`src/rtl/encoder_pkg.sv`:
```
// Shared encoder definitions.
// Provides the single-turn width shared with the SPI reader, the tracker
// state encoding and the fault codes reported to motion control.
package encoder_pkg;

    localparam int unsigned ENC_POS_W = 19;

    typedef enum logic [1:0] {
        INIT  = 2'd0,
        TRACK = 2'd1,
        FAULT = 2'd2
    } enc_state_e;

    localparam logic [1:0] FC_NONE    = 2'b00;
    localparam logic [1:0] FC_GLITCH  = 2'b01;
    localparam logic [1:0] FC_TIMEOUT = 2'b10;

endpackage

```
`src/rtl/encoder_delta_calc.sv`:
```
// Modulo-2^POS_W signed difference between two single-turn samples, plus
// a plausibility check |delta| <= MAX_STEP.
//   cur_i      : new single-turn sample
//   prev_i     : last accepted sample
//   delta_c    : (cur_i - prev_i) mod 2^POS_W, read as signed POS_W-bit
//   in_range_c : high when |delta_c| <= MAX_STEP
module encoder_delta_calc
    import encoder_pkg::*;
#(
    parameter int unsigned POS_W    = ENC_POS_W,
    parameter int unsigned MAX_STEP = 4096
) (
    input  logic [POS_W-1:0] cur_i,
    input  logic [POS_W-1:0] prev_i,
    output logic [POS_W-1:0] delta_c,
    output logic             in_range_c
);

    logic [POS_W:0] mag;

    // One extra bit so the magnitude of -2^(POS_W-1) is representable.
    always_comb begin
        delta_c    = cur_i - prev_i;
        mag        = delta_c[POS_W-1] ? ((POS_W+1)'(0) - {1'b1, delta_c})
                                      : {1'b0, delta_c};
        in_range_c = (mag <= (POS_W+1)'(MAX_STEP));
    end

endmodule

```
`src/rtl/encoder_pos_tracker.sv`:
```
// Unwraps the encoder single-turn angle into a signed multi-turn position,
// reports per-frame velocity and supervises the stream for glitches and
// stalls.
//   sck, rst_n   : clock shared with the reader, async active-low reset
//   encoder_val  : single-turn sample, qualified by data_valid
//   clear_fault  : leave FAULT / resync to INIT
//   position     : signed multi-turn position (POS_W+TURN_W bits)
//   velocity     : signed delta of the last accepted frame (POS_W+1 bits)
//   pos_valid    : one-cycle strobe when position/velocity update
//   fault        : high while in FAULT
//   fault_code   : 00 none, 01 glitch, 10 timeout
// Optional macro VELOCITY_AVG_EN: velocity becomes the 4-frame moving
// average of accepted deltas.
module encoder_pos_tracker
    import encoder_pkg::*;
#(
    parameter int unsigned POS_W        = ENC_POS_W,
    parameter int unsigned TURN_W       = 13,
    parameter int unsigned MAX_STEP     = 4096,
    parameter int unsigned GLITCH_LIMIT = 3,
    parameter int unsigned TIMEOUT      = 1024
) (
    input  logic                    sck,
    input  logic                    rst_n,
    input  logic [POS_W-1:0]        encoder_val,
    input  logic                    data_valid,
    input  logic                    clear_fault,
    output logic [POS_W+TURN_W-1:0] position,
    output logic [POS_W:0]          velocity,
    output logic                    pos_valid,
    output logic                    fault,
    output logic [1:0]              fault_code
);

    localparam int unsigned POS_TOT_W = POS_W + TURN_W;
    localparam int unsigned CNT_W     = $clog2(TIMEOUT + 1);
    localparam int unsigned GC_W      = $clog2(GLITCH_LIMIT + 1);

    enc_state_e             state_q, state_d;
    logic [POS_W-1:0]       prev_q, prev_d;
    logic [POS_TOT_W-1:0]   pos_q, pos_d;
    logic [POS_W:0]         vel_q, vel_d;
    logic                   pv_q, pv_d;
    logic                   fault_q, fault_d;
    logic [1:0]             fc_q, fc_d;
    logic [GC_W-1:0]        glitch_q, glitch_d;
    logic [CNT_W-1:0]       tmo_q, tmo_d;

    logic [POS_W-1:0]       delta_c;
    logic                   in_range_c;

`ifdef VELOCITY_AVG_EN
    // Three previous accepted deltas; the current one completes the window.
    logic [2:0][POS_W-1:0]  hist_q, hist_d;
    logic signed [POS_W+1:0] sum_c;
`endif

    encoder_delta_calc #(
        .POS_W    (POS_W),
        .MAX_STEP (MAX_STEP)
    ) u_delta (
        .cur_i      (encoder_val),
        .prev_i     (prev_q),
        .delta_c    (delta_c),
        .in_range_c (in_range_c)
    );

    // Next-state and output logic. Priority: clear_fault > data_valid > timeout.
    always_comb begin
        state_d  = state_q;
        prev_d   = prev_q;
        pos_d    = pos_q;
        vel_d    = vel_q;
        pv_d     = 1'b0;
        fault_d  = fault_q;
        fc_d     = fc_q;
        glitch_d = glitch_q;
        tmo_d    = tmo_q;
`ifdef VELOCITY_AVG_EN
        hist_d   = hist_q;
        sum_c    = $signed({{2{delta_c[POS_W-1]}}, delta_c})
                 + $signed({{2{hist_q[0][POS_W-1]}}, hist_q[0]})
                 + $signed({{2{hist_q[1][POS_W-1]}}, hist_q[1]})
                 + $signed({{2{hist_q[2][POS_W-1]}}, hist_q[2]});
`endif
        unique case (state_q)
            INIT: begin
                glitch_d = '0;
                tmo_d    = '0;
`ifdef VELOCITY_AVG_EN
                hist_d   = '0;
`endif
                if (!clear_fault && data_valid) begin
                    prev_d  = encoder_val;
                    pos_d   = POS_TOT_W'(encoder_val);
                    vel_d   = '0;
                    pv_d    = 1'b1;
                    state_d = TRACK;
                end
            end
            TRACK: begin
                if (clear_fault) begin
                    state_d  = INIT;
                    glitch_d = '0;
                    tmo_d    = '0;
                end else if (data_valid) begin
                    tmo_d = '0;
                    if (in_range_c) begin
                        prev_d   = encoder_val;
                        pos_d    = pos_q + {{TURN_W{delta_c[POS_W-1]}}, delta_c};
`ifdef VELOCITY_AVG_EN
                        vel_d    = (POS_W+1)'(sum_c >>> 2);
                        hist_d   = {hist_q[1], hist_q[0], delta_c};
`else
                        vel_d    = {delta_c[POS_W-1], delta_c};
`endif
                        pv_d     = 1'b1;
                        glitch_d = '0;
                    end else begin
                        glitch_d = glitch_q + GC_W'(1);
                        if (glitch_d == GC_W'(GLITCH_LIMIT)) begin
                            state_d = FAULT;
                            fault_d = 1'b1;
                            fc_d    = FC_GLITCH;
                        end
                    end
                end else if (tmo_q == CNT_W'(TIMEOUT - 1)) begin
                    state_d = FAULT;
                    fault_d = 1'b1;
                    fc_d    = FC_TIMEOUT;
                    tmo_d   = '0;
                end else begin
                    tmo_d = tmo_q + CNT_W'(1);
                end
            end
            FAULT: begin
                if (clear_fault) begin
                    state_d  = INIT;
                    fault_d  = 1'b0;
                    fc_d     = FC_NONE;
                    glitch_d = '0;
                    tmo_d    = '0;
                end
            end
            default: state_d = INIT;
        endcase
    end

    // State and output registers.
    always_ff @(posedge sck or negedge rst_n) begin
        if (!rst_n) begin
            state_q  <= INIT;
            prev_q   <= '0;
            pos_q    <= '0;
            vel_q    <= '0;
            pv_q     <= 1'b0;
            fault_q  <= 1'b0;
            fc_q     <= FC_NONE;
            glitch_q <= '0;
            tmo_q    <= '0;
`ifdef VELOCITY_AVG_EN
            hist_q   <= '0;
`endif
        end else begin
            state_q  <= state_d;
            prev_q   <= prev_d;
            pos_q    <= pos_d;
            vel_q    <= vel_d;
            pv_q     <= pv_d;
            fault_q  <= fault_d;
            fc_q     <= fc_d;
            glitch_q <= glitch_d;
            tmo_q    <= tmo_d;
`ifdef VELOCITY_AVG_EN
            hist_q   <= hist_d;
`endif
        end
    end

    assign position   = pos_q;
    assign velocity   = vel_q;
    assign pos_valid  = pv_q;
    assign fault      = fault_q;
    assign fault_code = fc_q;

endmodule

```
`config.mk`:
```
export PLATFORM = sky130hd
export DESIGN_NAME = encoder_pos_tracker
export DESIGN_NICKNAME = d
export VERILOG_FILES = /design/src/rtl/encoder_pkg.sv /design/src/rtl/encoder_delta_calc.sv /design/src/rtl/encoder_pos_tracker.sv
export SDC_FILE = /design/constraint.sdc
export NUM_CORES = 1
export LEC_CHECK = 0
export CAP_MARGIN = 40
export CORE_ASPECT_RATIO = 1.1
export CORE_UTILIZATION = 30
export CTS_BUF_LIST = sky130_fd_sc_hd__clkbuf_8
export DETAILED_ROUTE_END_ITERATION = 10
export PLACE_DENSITY = 0.51
export SYNTH_ARGS = -nofsm -noshare
export SYNTH_HDL_FRONTEND = slang
export SYNTH_HIERARCHICAL = 1
export SYNTH_SLANG_ARGS = --single-unit
```
`constraint.sdc`:
```
create_clock -name sck -period 11.93 [get_ports sck]
set_input_delay 2.386 -clock sck [delete_from_list [all_inputs] [get_ports sck]]
set_output_delay 2.386 -clock sck [all_outputs]
set_load 0.02 [all_outputs]
```
==> impl_metrics.toml <==
[place]
pre_cts_ws_ns = 3.88
dp_hpwl_um = 14500
placed_cell_area_mm2 = 0.00794
gp_congestion = 0.877
numPortBuffers = 78
dp.cells = 1192

[synthesis]
synth_top_area_share_pct = 32.2
synth_warnings = 6
synth_area_mm2 = 0.00691
async_flop_share_pct = 100
synthTopCellsByArea = "dfrtp_1, ha_1, nand2_1, o21ai_0, a21oi_1"
synth_ff_type = "dfrtp_1"
syn-mean-instance-area_um2 = 8.14
seq_area_frac_synth_pct = 32.2
ys_types = 81
synthCells = 849
synth_edf_count = 0
synth-seq-cells = 89
yosysTopAreaCell = "dfrtp_1"
syn-num-nets = 926

[clock_network]
clkLatencyLatePin_ns = 0.39
path_clk_slew_ns = 0.09
htreeDepth = 3
post_cts_buffers = 0
cts_sinks = 89
clock_path_buffers = 2
cts_root_buf = "clkbuf_8"
cts_resized = 0
numCtsBuffers = 9
cts_hold_buf = 0
cts_tree = "yes"

[global_route]
grt_usage_pct = 16.9
grt_pass1_wl_um = 31900
overflow = 0
grt_start_max_net_pins = 60
antenna_found_initial = 0
grt_pass1_vias = 6089

[power_and_ir_drop]
ir_drop_mv = 0.0757
power.density_mw_per_mm2 = 192
leakagePower_nw = 3.55
power_mw = 1.56

[floorplanning]
die_x_um = 147
ios = 79
die_area_mm2 = 0.0237
die_y_um = 161
rows = 57
initial_utilization_pct = 31.0
coreArea_mm2 = 0.0223

[layout]
num-fill-cells = 2390
final_area_mm2 = 0.00811
diodes = 0
area_delta_synth_final_pct = 17.2
nets = 985
final_cell_count_no_fill = 1208
area.sequential_mm2 = 0.00223
post-route-util_pct = 36.3
multi_input_area_mm2 = 0.00434
final_layout_size_suffix_gt1_share_pct = 5.15

[sta]
final.setup.tns_ns = 0
drv_slew = 0
slew_headroom_pct = 48.3
fin_worst_skew_ns = 0.0187
whs_ns = 0.481
rsz0062_at_grt = "false"
tightest_slew_ns = 0.754
post-route-period-util_pct = 64.2
setup_viol = 0
finalWorstSetupSlack_ns = 4.27
max_freq_mhz = 131
min_period_ns = 7.66
finalHoldViolations = 0

[worst_setup_path]
crit_arrival_ns = 7.98
startpoint_type = "primary input"
cp_slowest_cell = "inv_1"
crit_fanout = 55
worst-setup-path-type = "in2reg"
path_cells = "clkdlybuf4s50_1 -> inv_1 -> ha_1 -> inv_1 -> fa_1 -> a21o_2 -> and3_1 -> nor2_1 -> o31ai_1 -> o21ai_1 -> nand2_1 -> clkinv_1 -> o221ai_1 -> a2111oi_0 -> a41oi_1 -> a2111oi_2 -> o211ai_1 -> buf_4 -> inv_1 -> nand2_1 -> nand2_1"
endpoint_kind = "register"
reg2reg_depth = 19
critical-path-max-stage-delay_ns = 0.59
cp_data_required_time_ns = 12.26

[run]
cap_violations = 0

[detailed_routing]
post_drt_wl_per_cell_um = 15.9
avgViaCountPerCell = 5.08
drtAntennaViolNets = 0
finalWirelength_um = 19200
dr.pass1.iters = 4
drc = 0
vias = 6131
drtIter0Drc = 372

[hold_path]
hp-class = "reg2reg"
worstHoldPathCells = 2

[status]
status = "finished, final reports clean"
==> logic make-up after synthesis <==
| logic type | count (synthesis) | share of synthesized area, % |
|---|---|---|
| xor gates and xnor gates | 46 | 5.83 |
| and+or+nand+nor | 315 | 21.2 |
| AOI/OAI and AO/OA | 250 | 23.8 |
| muxes | 13 | 1.92 |
| adders and majority gates | 54 | 9.99 |
| buffers and inverters | 82 | 4.98 |
| DFF | 89 | 32.2 |
==> layout by cell type (no fill, tap or decap), drive strengths merged, types with 5 or more instances in the layout <==
master	n
inv	48
xor2	14
or3	8
nand3	27
nor2	39
a211oi	5
xnor2	32
and2	7
ha	52
nor4	7
dfrtp	89
o211ai	6
buf	8
o21ai	84
nor2b	8
nand4	6
a31oi	5
clkbuf	9
mux2i	11
a22o	12
a41oi	5
nor3	13
o2111ai	5
or2	6
a21o	16
a21oi	65
o31ai	5
nand2	162
nand2b	9
clkdlybuf4s50	77
and3	13
==> where the power goes <==
| part | internal (mW) | switching (mW) | total, mW | leakage, nW |
|---|---|---|---|---|
| Combinational | 0.392 | 0.577 | 0.969 | 2.30 |
| Sequential | 0.349 | 0.0416 | 0.390 | 1.16 |
| Clock | 0.0759 | 0.121 | 0.197 | 0.0926 |
==> worst max-delay path, delay by kind of cell <==
family / cells / cell delay (ns)
compound gates: 8 / 2.16
simple gates: 5 / 0.85
buf+inv: 6 / 1.97
fa+ha+maj: 2 / 0.57
==> state kept, by name, indices dropped and copies added, names as in the netlist <==
name and cells:
state_q 2, prev_q 19, velocity 19, tmo_q 11, pos_valid 1, glitch_q 2, position 32, fault_code 2
fault 1
==> worst paths after layout <==
| check | start | endpoint | slack, ns |
|---|---|---|---|
| min in group asynchronous | rst_n | pos_valid | 1.94 |
| max reg2reg | prev_q[0] | prev_q[4] | 6.45 |
| min | prev_q[13] | prev_q[13] | 0.48 |
| min reg2reg | prev_q[13] | prev_q[13] | 0.48 |
| max | encoder_val[0] | prev_q[4] | 4.27 |
| max in group asynchronous | rst_n | tmo_q[3] | 8.87 |
==> synth_stat cells, types with 5 or more instances <==
master     number
nand2_1       162
dfrtp_1        89
o21ai_0        80
a21oi_1        65
ha_1           52
inv_1          44
nor2_1         39
xnor2_1        32
nand3_1        27
clkbuf_1       25
a21o_1         15
xor2_1         14
nor3_1         13
a22o_1         12
and3_1         11
mux2i_1        11
nand2b_1        8
nor2b_1         8
or3_1           8
nand4_1         6
nor4_1          6
o211ai_1        6
a211oi_1        5
a31oi_1         5
and2_1          5
o2111ai_1       5
o31ai_1         5
==> cell type report <==
class	count	share of cell area, %
timing repair buffer	85	10.2
inverter	45	2.08
clock inverter	7	0.571
clock buffer	9	1.53
multi-input combinational	678	53.6
sequential	89	27.5
tap	295	4.55
==> layer usage <==
metal / track usage, % / up-vias / part of all wire (%)
li1: - / 3138 / -
met1: 22.8 / 2870 / 49
met2: 27.8 / 105 / 46
met3: 1.81 / 18 / 2.8
met4: 6.06 / 0 / 1.9
met5: 0 / - / 0
Power figures use the tool's default switching activity.
